File: config.mk
export PLATFORM = sky130hd
export DESIGN_NAME = sap_register_bank
export DESIGN_NICKNAME = d
export VERILOG_FILES = /design/src/rtl/sap_pkg.sv /design/src/rtl/sap_reg_alu.sv /design/src/rtl/sap_register_bank.sv
export SDC_FILE = /design/constraint.sdc
export NUM_CORES = 1
export LEC_CHECK = 0
export ABC_AREA = 1
export CORE_UTILIZATION = 35
export DETAILED_ROUTE_END_ITERATION = 8
export HOLD_SLACK_MARGIN = 0.06
export PLACE_DENSITY = 0.55
export SLEW_MARGIN = 20
export SYNTH_ARGS = -nofsm -noshare
export SYNTH_HDL_FRONTEND = slang
export SYNTH_SLANG_ARGS = --single-unit
File: constraint.sdc
create_clock -name clk -period 2.79 [get_ports clk]
set_clock_uncertainty 0.1 [all_clocks]
set_input_delay 0.558 -clock clk [delete_from_list [all_inputs] [get_ports clk]]
set_output_delay 0.558 -clock clk [all_outputs]
set_load 0.02 [all_outputs]
File: src/rtl/sap_pkg.sv
// Shared definitions for the SAP register bank: command codes and the
// rotate sequencer state.
package sap_pkg;

  // Commands are 3 bits on the port; the extra code OP_ROTL1 lets the ALU
  // perform one rotate step on behalf of the multi-cycle ROTL_N sequencer.
  typedef enum logic [3:0] {
    OP_NOP    = 4'd0,
    OP_LOAD   = 4'd1,
    OP_CLEAR  = 4'd2,
    OP_INC    = 4'd3,
    OP_DEC    = 4'd4,
    OP_SHL1   = 4'd5,
    OP_SHR1   = 4'd6,
    OP_ROTL_N = 4'd7,
    OP_ROTL1  = 4'd8
  } op_e;

  typedef enum logic {
    IDLE   = 1'b0,
    ROTATE = 1'b1
  } state_e;

  localparam int OP_W = 3;

endpackage

File: src/rtl/sap_reg_alu.sv
// Combinational next-value unit for one register: computes the written value,
// carry and zero flag for a single command or a single rotate step.
module sap_reg_alu
  import sap_pkg::*;
#(
  parameter int WIDTH = 8
) (
  input  op_e              op,
  input  logic [WIDTH-1:0] r,
  input  logic [WIDTH-1:0] data,
  input  logic             carry_in,
  output logic [WIDTH-1:0] r_next,
  output logic             carry_next,
  output logic             zero_next
);

  always_comb begin
    r_next     = r;
    carry_next = carry_in;
    case (op)
      OP_LOAD:  r_next = data;
      OP_CLEAR: begin
        r_next     = '0;
        carry_next = 1'b0;
      end
      OP_INC:   {carry_next, r_next} = {1'b0, r} + {{WIDTH{1'b0}}, 1'b1};
      OP_DEC: begin
        r_next     = r - {{(WIDTH-1){1'b0}}, 1'b1};
        carry_next = (r == '0);
      end
      OP_SHL1: begin
        r_next     = {r[WIDTH-2:0], 1'b0};
        carry_next = r[WIDTH-1];
      end
      OP_SHR1: begin
        r_next     = {1'b0, r[WIDTH-1:1]};
        carry_next = r[0];
      end
      // A zero-length rotate leaves the value alone but still reports flags.
      OP_ROTL_N: carry_next = 1'b0;
      OP_ROTL1: begin
        r_next     = {r[WIDTH-2:0], r[WIDTH-1]};
        carry_next = r[WIDTH-1];
      end
      default: ;
    endcase
    zero_next = (r_next == '0);
  end

endmodule

File: src/rtl/sap_register_bank.sv
// Bank of NUM_REGS registers behind one command port, with a multi-cycle
// rotate sequencer and a combinational read mux toward the bus.
module sap_register_bank
  import sap_pkg::*;
#(
  parameter  int WIDTH    = 8,
  parameter  int NUM_REGS = 4,
  localparam int ADDR_W   = (NUM_REGS > 1) ? $clog2(NUM_REGS) : 1
) (
  input  logic                      clk,
  input  logic                      rst,
  input  logic                      op_valid,
  input  logic [OP_W-1:0]           op,
  input  logic [ADDR_W-1:0]         sel,
  input  logic [WIDTH-1:0]          bus_in,
  input  logic                      n_enable,
  input  logic [ADDR_W-1:0]         rd_sel,
  output logic [WIDTH-1:0]          bus_out,
  output logic                      bus_oe,
  output logic [NUM_REGS*WIDTH-1:0] value,
  output logic                      carry,
  output logic                      zero,
  output logic                      busy
);

  localparam int AMT_W = $clog2(WIDTH);
  localparam logic [ADDR_W:0] NUM_REGS_L = (ADDR_W+1)'(NUM_REGS);

  state_e             state_q, state_d;
  logic [AMT_W-1:0]   cnt_q, cnt_d;
  logic [ADDR_W-1:0]  lsel_q, lsel_d;
  logic [WIDTH-1:0]   regs_q [NUM_REGS];
  logic [WIDTH-1:0]   regs_d [NUM_REGS];
  logic               carry_q, carry_d;
  logic               zero_q, zero_d;

  op_e                cmd_op;
  op_e                alu_op;
  logic [ADDR_W-1:0]  wr_idx;
  logic [AMT_W-1:0]   amt;
  logic               sel_ok;
  logic               rd_ok;
  logic [WIDTH-1:0]   alu_r_next;
  logic               alu_carry;
  logic               alu_zero;

  assign cmd_op = op_e'({1'b0, op});
  assign amt    = bus_in[AMT_W-1:0];
  assign sel_ok = ({1'b0, sel} < NUM_REGS_L);
  assign rd_ok  = ({1'b0, rd_sel} < NUM_REGS_L);
  assign wr_idx = (state_q == ROTATE) ? lsel_q : sel;
  assign alu_op = (state_q == ROTATE) ? OP_ROTL1 : cmd_op;

  sap_reg_alu #(.WIDTH(WIDTH)) u_alu (
    .op         (alu_op),
    .r          (regs_q[wr_idx]),
    .data       (bus_in),
    .carry_in   (carry_q),
    .r_next     (alu_r_next),
    .carry_next (alu_carry),
    .zero_next  (alu_zero)
  );

  always_comb begin
    state_d = state_q;
    cnt_d   = cnt_q;
    lsel_d  = lsel_q;
    regs_d  = regs_q;
    carry_d = carry_q;
    zero_d  = zero_q;
    case (state_q)
      IDLE: begin
        if (op_valid && sel_ok && cmd_op != OP_NOP) begin
          if (cmd_op == OP_ROTL_N && amt != '0) begin
            state_d = ROTATE;
            cnt_d   = amt;
            lsel_d  = sel;
          end else begin
            regs_d[sel] = alu_r_next;
            carry_d     = alu_carry;
            zero_d      = alu_zero;
          end
        end
      end
      ROTATE: begin
        // Commands arriving here are dropped; only the latched target moves.
        regs_d[lsel_q] = alu_r_next;
        carry_d        = alu_carry;
        cnt_d          = cnt_q - AMT_W'(1);
        if (cnt_q == AMT_W'(1)) begin
          zero_d  = alu_zero;
          state_d = IDLE;
        end
      end
      default: state_d = IDLE;
    endcase
  end

  always_ff @(posedge clk or posedge rst) begin
    if (rst) begin
      state_q <= IDLE;
      cnt_q   <= '0;
      lsel_q  <= '0;
      carry_q <= 1'b0;
      zero_q  <= 1'b0;
    end else begin
      state_q <= state_d;
      cnt_q   <= cnt_d;
      lsel_q  <= lsel_d;
      carry_q <= carry_d;
      zero_q  <= zero_d;
    end
  end

  for (genvar gi = 0; gi < NUM_REGS; gi++) begin : g_reg
    always_ff @(posedge clk or posedge rst) begin
      if (rst) regs_q[gi] <= '0;
      else     regs_q[gi] <= regs_d[gi];
    end
    assign value[gi*WIDTH +: WIDTH] = regs_q[gi];
  end

  assign bus_out = (!n_enable && rd_ok) ? regs_q[rd_sel] : '0;
  assign bus_oe  = ~n_enable;
  assign carry   = carry_q;
  assign zero    = zero_q;
  assign busy    = (state_q == ROTATE);

endmodule

# After elaboration in Yosys (flattened, before gate mapping)
# Cells that the tools add are included.
dict set report word_totals {
  input_bits 19
  wordCells 86
  regBits 40
  output_inout_bits 44
}
dict set report classes {
  add_sub_neg 3
  n_eq_ne 14
  n_lt_le_gt_ge 6
  reduce_logical 14
  bitwise 6
  n_mux 34
}
# operator count
set ops {}
lappend ops {{$bwmux W32} 2}
lappend ops {{$mux W32} 2}
lappend ops {{$pmux W32 S2} 1}
lappend ops {{$mux W8} 7}
lappend ops {{$pmux W8 S7} 1}
lappend ops {{$bmux W8 S2} 2}
lappend ops {{$demux W8 S2} 2}
lappend ops {{$eq A4 B3 Y1 const B} 4}
lappend ops {{$logic_not A8 Y1} 2}
lappend ops {{$ge A3 B3 Y1 const B} 4}
lappend ops {{$not A2 Y3} 4}
lappend ops {{$add A8 B1 Y9 const B} 1}
lappend ops {{$eq A4 B2 Y1 const B} 2}
lappend ops {{$mux W1} 8}
lappend ops {{$sub A8 B1 Y8 const B} 1}
lappend ops {{$lt A3 B1 Y1 const B} 2}
lappend ops {{$mux W3} 2}
lappend ops {{$ne A2 B2 Y1 const B} 3}
lappend ops {{$pmux W1 S2} 3}
lappend ops {{$pmux W3 S2} 1}
lappend ops {{$reduce_and A3 Y1} 2}
lappend ops {{$pmux W1 S5} 1}
lappend ops {{$eq A4 B1 Y1 const B} 1}
lappend ops {{$eq A4 B4 Y1 const B} 1}
lappend ops {{12 further kinds} 18}

# Depth between registers and ports, before layout
dict set report logic_depth {
  ltp_word 11
  mapped_depth 20
  ltp_nobuf 20
}

# Hierarchy
# A second synthesis with hierarchy kept.
dict set report hier_totals {
  hier_cells 533
  hier_area_um2 3463.3
}
# module instances seq_area_each_um2 area_per_inst_um2 cells_per_inst
set by_module_without_submodules {}
lappend by_module_without_submodules {sap_register_bank 1 1001.0 2585.0 334}
lappend by_module_without_submodules {sap_reg_alu 1 0.0 878.3 199}

# Worst setup path after synthesis
# OpenSTA, ideal clock, no wires.
dict set report synth_timing {
  path_type {flip-flop to flip-flop}
  startpoint {reg state_q, in the netlist busy}
  endpoint {reg zero_q, in the netlist zero}
  setup_ns 0.066
  path_stages_with_launch 21
  path_buffers 1
  synth_period_minus_slack_ns 2.546
  t_arrival_ns 2.379
  setup_slack_ns 0.244
  required_time_ns 2.624
  path_cell_list {dfrtp_1 > buf_6 > nand2_4 > inv_4 > nor2_8 > nand3_1 > nand2_2 > inv_1 > ha_1 > inv_1 > nand2_1 > nand3_1 > nor2_1 > nand3_1 > o21ai_1 > nand2_1 > nor2_1 > nand2_1 > nor2_1 > nand3_1 > nand2_1}
}
dict set report synth_between {
  elab_chain_len 11
  elab_cells_between_ends 26
  cone_classes {2 x add/sub; 10 x eq/ne; 10 x mux; 2 x bitwise; 2 x reduce/logical}
}
# element line
set synth_lines {}
lappend synth_lines {{start, declared} sap_register_bank.sv:29} ;# state_e state_q, state_d;
lappend synth_lines {{start signal, assigned} sap_register_bank.sv:107} ;# state_q <= state_d;
lappend synth_lines {{$mux W2} sap_register_bank.sv:51} ;# assign wr_idx = (state_q == ROTATE) ? lsel_q : sel;
lappend synth_lines {{$not A2 Y3 (implied by the code)} sap_register_bank.sv:56} ;# .r (regs_q[wr_idx]),
lappend synth_lines {{$bmux W8 S2} sap_register_bank.sv:56}
lappend synth_lines {{$mux W8 (implied by the code) (2 in a row)} sap_register_bank.sv:56}
lappend synth_lines {{$sub A8 B1 Y8 or $add A8 B1 Y9 (tied branches)} {sap_reg_alu.sv:28, sap_reg_alu.sv:26}}
lappend synth_lines {{$pmux W8 S7} sap_reg_alu.sv:20} ;# case (op)
lappend synth_lines {{$logic_not A8 Y1} sap_reg_alu.sv:47} ;# zero_next = (r_next == '0);
lappend synth_lines {{$mux W1} sap_register_bank.sv:74} ;# if (cmd_op == OP_ROTL_N && amt != '0) begin
lappend synth_lines {{$mux W1} sap_register_bank.sv:73} ;# if (op_valid && sel_ok && cmd_op != OP_NOP) begin
lappend synth_lines {{$pmux W1 S2} sap_register_bank.sv:71} ;# case (state_q)
lappend synth_lines {{end signal, assigned} sap_register_bank.sv:111} ;# zero_q <= zero_d;
lappend synth_lines {{end, declared} sap_register_bank.sv:35} ;# logic zero_q, zero_d;
# Parallel ways exist; a longest one is shown, timed or not. The select of a mux whose other input is x is not followed.
# A chain may end at the register's enable or synchronous reset.

# Final worst setup path
dict set report layout_timing {
  startpoint {in rd_sel[0]}
  endpoint {out bus_out[1]}
}
dict set report layout_between {
  elab_chain_len 5
}
# element line
set layout_lines {}
lappend layout_lines {{start, declared} sap_register_bank.sv:17} ;# input logic [ADDR_W-1:0] rd_sel,
lappend layout_lines {{$not A2 Y3 (implied by the code)} sap_register_bank.sv:123} ;# assign bus_out = (!n_enable && rd_ok) ? regs_q[rd_sel] : '0;
lappend layout_lines {{$bmux W8 S2} sap_register_bank.sv:123}
lappend layout_lines {{$mux W8 (implied by the code) (2 in a row)} sap_register_bank.sv:123}
lappend layout_lines {{$mux W8} sap_register_bank.sv:123}
lappend layout_lines {{end, declared} sap_register_bank.sv:18} ;# output logic [WIDTH-1:0] bus_out,
# Every way passes these cells. The select of a mux whose other input is x is not followed.

==> impl_metrics.yaml <==
status:
  status: "finished clean"
critical_path:
  cp-start-kind: "input port"
  path_cells: "clkdlybuf4s50_1 > buf_4 > a21oi_1 > o21ai_0 > a21oi_1 > dlygate4sd2_1"
  path_max_fanout: 16
  critical_path_class: "in -> out"
  cp-end-kind: "primary output"
  critical_path_required_ps: 2130
  path_delay_family: "buffers and inverters"
  crit_slowest_cell: "clkdlybuf4s50_1"
  critPathArrivalTime_ps: 1970
  r2r_cells: 19
  crit_buf_inv: 3
  r2r-end: "zero"
  rrSetupSlack_ps: 290
  worst_path_largest_cell_delay_ps: 420
  worstReg2RegStart: "busy"
  critical_path.most_common_cell: "a21oi_1"
global_routing:
  grtUsageTotal: 0.213
  grt_pass1_vias: 3233
  grt_pass1_wl_microns: 16200
  grt.overflow.total: 0
  grt_max_degree: 41
  antenna_found_initial: 0
clock_network:
  cts_made_buffers: 5
  cts_num_sinks: 40
  cts_tree: "yes"
  cts-root-buf: "clkbuf_8"
  cts_hold_buf: 0
  cts_setup_buffers: 0
  ctsHtreeMaxLevel: 2
  cts_max_path_buffers: 2
  clock_latency_ps: 290
  clkSlewWorstSetupHoldPaths_ps: 80
pwr:
  p_int_uw: 2510
  switching_power_uw: 2410
  p_total_uw: 4910
  power-per-cell-area_nw_per_um2: 1130
  pwr-share-clk: 0.098
  peakVddDrop_v: 0.000344
  combPwrFrac: 0.686
  leakage_uw: 0.00215
  seq_power_share: 0.216
  switching_share: 0.490
flow_run:
  maxCapViolCount: 0
routing:
  drc_errors: 0
  ant_nets: 0
  viasPerCell: 5.02
  drt-initial-drc-count: 140
  wl_microns: 9650
  post_drt_wl_per_cell_microns: 14.1
  vias: 3431
  dr.pass1.iters: 4
synth:
  synth_cell_types: 37
  async_flop_share: 1.00
  ys_warn_count: 0
  synth-seq-area-share: 0.318
  synth_top_family_by_area: "simple AND/OR/NAND/NOR gates"
  synth_mux_area_frac: 0.0127
  synth_edf_count: 0
  synthSimpleGateAreaFrac: 0.377
  synthXorXnorAreaFrac: 0
  synthCells: 467
  netlist_area_sq_um: 3150
  ys_seq_elements: 40
  syn_nets: 490
  synth_compound_area_frac: 0.166
  avgSynthCellArea_sq_um: 6.75
  synthAdderAreaFrac: 0.0159
  synth_ff_type: "dfrtp_1"
sta:
  relSlewSlack: 0.640
  period_needed_ps: 2630
  setup_viol: 0
  hold_viol_final: 0
  max_freq_ghz: 0.381
  slew_violations: 0
  worst_pin_slew_ps: 540
  min_period_over_period: 0.941
  rsz0062_at_grt: "no"
  timing.hold.ws_ps: 403
worst_hold_path:
  hp-start: "carry"
  holdPathEnd: "carry"
  worstHoldPathType: "reg -> reg"
  min_path_cells: 2
placement:
  post-dp-hpwl_microns: 7640
  port_buffers: 62
  place.gp.congestion: 0.915
  placed_area_sq_um: 4240
final_layout:
  area_growth_pct: 38.0
  fillerInstances: 917
  final_common_cell: "nand2_1"
  multi_input_area_sq_um: 1810
  nNetsFinal: 598
  mostFrequentLayoutCells: "109 x nand2_1, 65 x inv_1, 52 x clkdlybuf4s50_1"
  final_core_util: 0.499
  seq_area_sq_um: 1000
  antennaDiodeCount: 0
  design_area_sq_um: 4350
  drive_above_1_share: 0.179
floorplan:
  start_util: 0.361
  io_pins: 63
  rows: 34
  fp.dieW_microns: 96.9
  die_height_microns: 96.9
  core_area_sq_um: 8720
  die_area_sq_um: 9390
logic make-up after synthesis:
kind of cell	Yosys count
AO/OA/AOI/OAI	97
flip-flops	40
buffers and inverters	86
AND/OR/NAND/NOR	236
multiplexers	4
adder cells (fa/ha/maj)	4
worst max-delay path by stage:
stage / startpoint / end / slack [ps] / cells after the start
2_1_floorplan: busy / zero / 240 / 20
3_3_place_gp: rd_sel[0] / bus_out[2] / -120 / 7
3_5_place_dp: sel[1] / zero / -180 / 20
4_1_cts: sel[1] / zero / 130 / 20
5_1_grt: rd_sel[0] / bus_out[1] / 20 / 6
6_report: rd_sel[0] / bus_out[1] / 160 / 6
repair_timing:
action                                  4_1_cts  5_1_grt
resized for setup                             8        6
hold endpoints to repair                      0        0
pin swaps                                     0        4
endpoints found under the setup margin        8        5
power groups by stage:
| stage | Sequential [uW] | Clock, uW | Combinational (uW) |
|---|---|---|---|
| 2_1_floorplan | 1290 | 0 | 1750 |
| 3_3_place_gp | 1070 | 0 | 3370 |
| 3_5_place_dp | 1070 | 0 | 3380 |
| 4_1_cts | 1060 | 500 | 3380 |
| 5_1_grt | 1100 | 520 | 3720 |
| 6_report | 1060 | 483 | 3370 |
sequential cells by signal (all words and copies together), names as in the netlist:
register  cells
carry         1
zero          1
busy          1
value        32
cnt_q         3
lsel_q        2
worst reg2reg max path, delay by kind of cell (launching register included):
family / cells / cell delay (ps)
AOI/OAI and AO/OA: 1 / 70
buffers and inverters: 2 / 90
and+or+nand+nor: 15 / 1390
adders and majority gates: 1 / 280
DFF: 1 / 500
metrics by stage:
stage	setup WS (ps)	instances	TNS, ps
global route	20.0	684	0
global placement	-121	676	-1170
finish	164	684	0
floorplan	244	467	0
CTS	126	684	0
detailed placement	-175	676	-1700
cell usage after synthesis, types with 5 or more instances:
cell | instances | area (sq um)
o21ai_0 | 43 | 215
dfrtp_1 | 40 | 1000
nand2_1 | 109 | 409
nand2_4 | 6 | 67.6
a21oi_1 | 41 | 205
nand3_2 | 5 | 50.1
nand4_1 | 6 | 37.5
nand3_1 | 52 | 260
nand2_2 | 9 | 56.3
inv_1 | 66 | 248
clkbuf_1 | 8 | 30.0
nor2_1 | 32 | 120
area by class of cell:
class | instances | area share
clock buffer | 6 | 0.0167
timing repair buffer | 114 | 0.234
multi-input combinational | 341 | 0.416
tap | 108 | 0.0311
sequential | 40 | 0.230
clock inverter | 2 | 0.00806
inverter | 73 | 0.0636
metal layers:
layer	vias up	wire length (microns)	global-route usage
li1	1738	-	-
met1	1580	4590	0.293
met2	101	4370	0.354
met3	12	517	0.0267
met4	0	169	0.0528
met5	-	0	0
(Power assumes the default switching activity.)
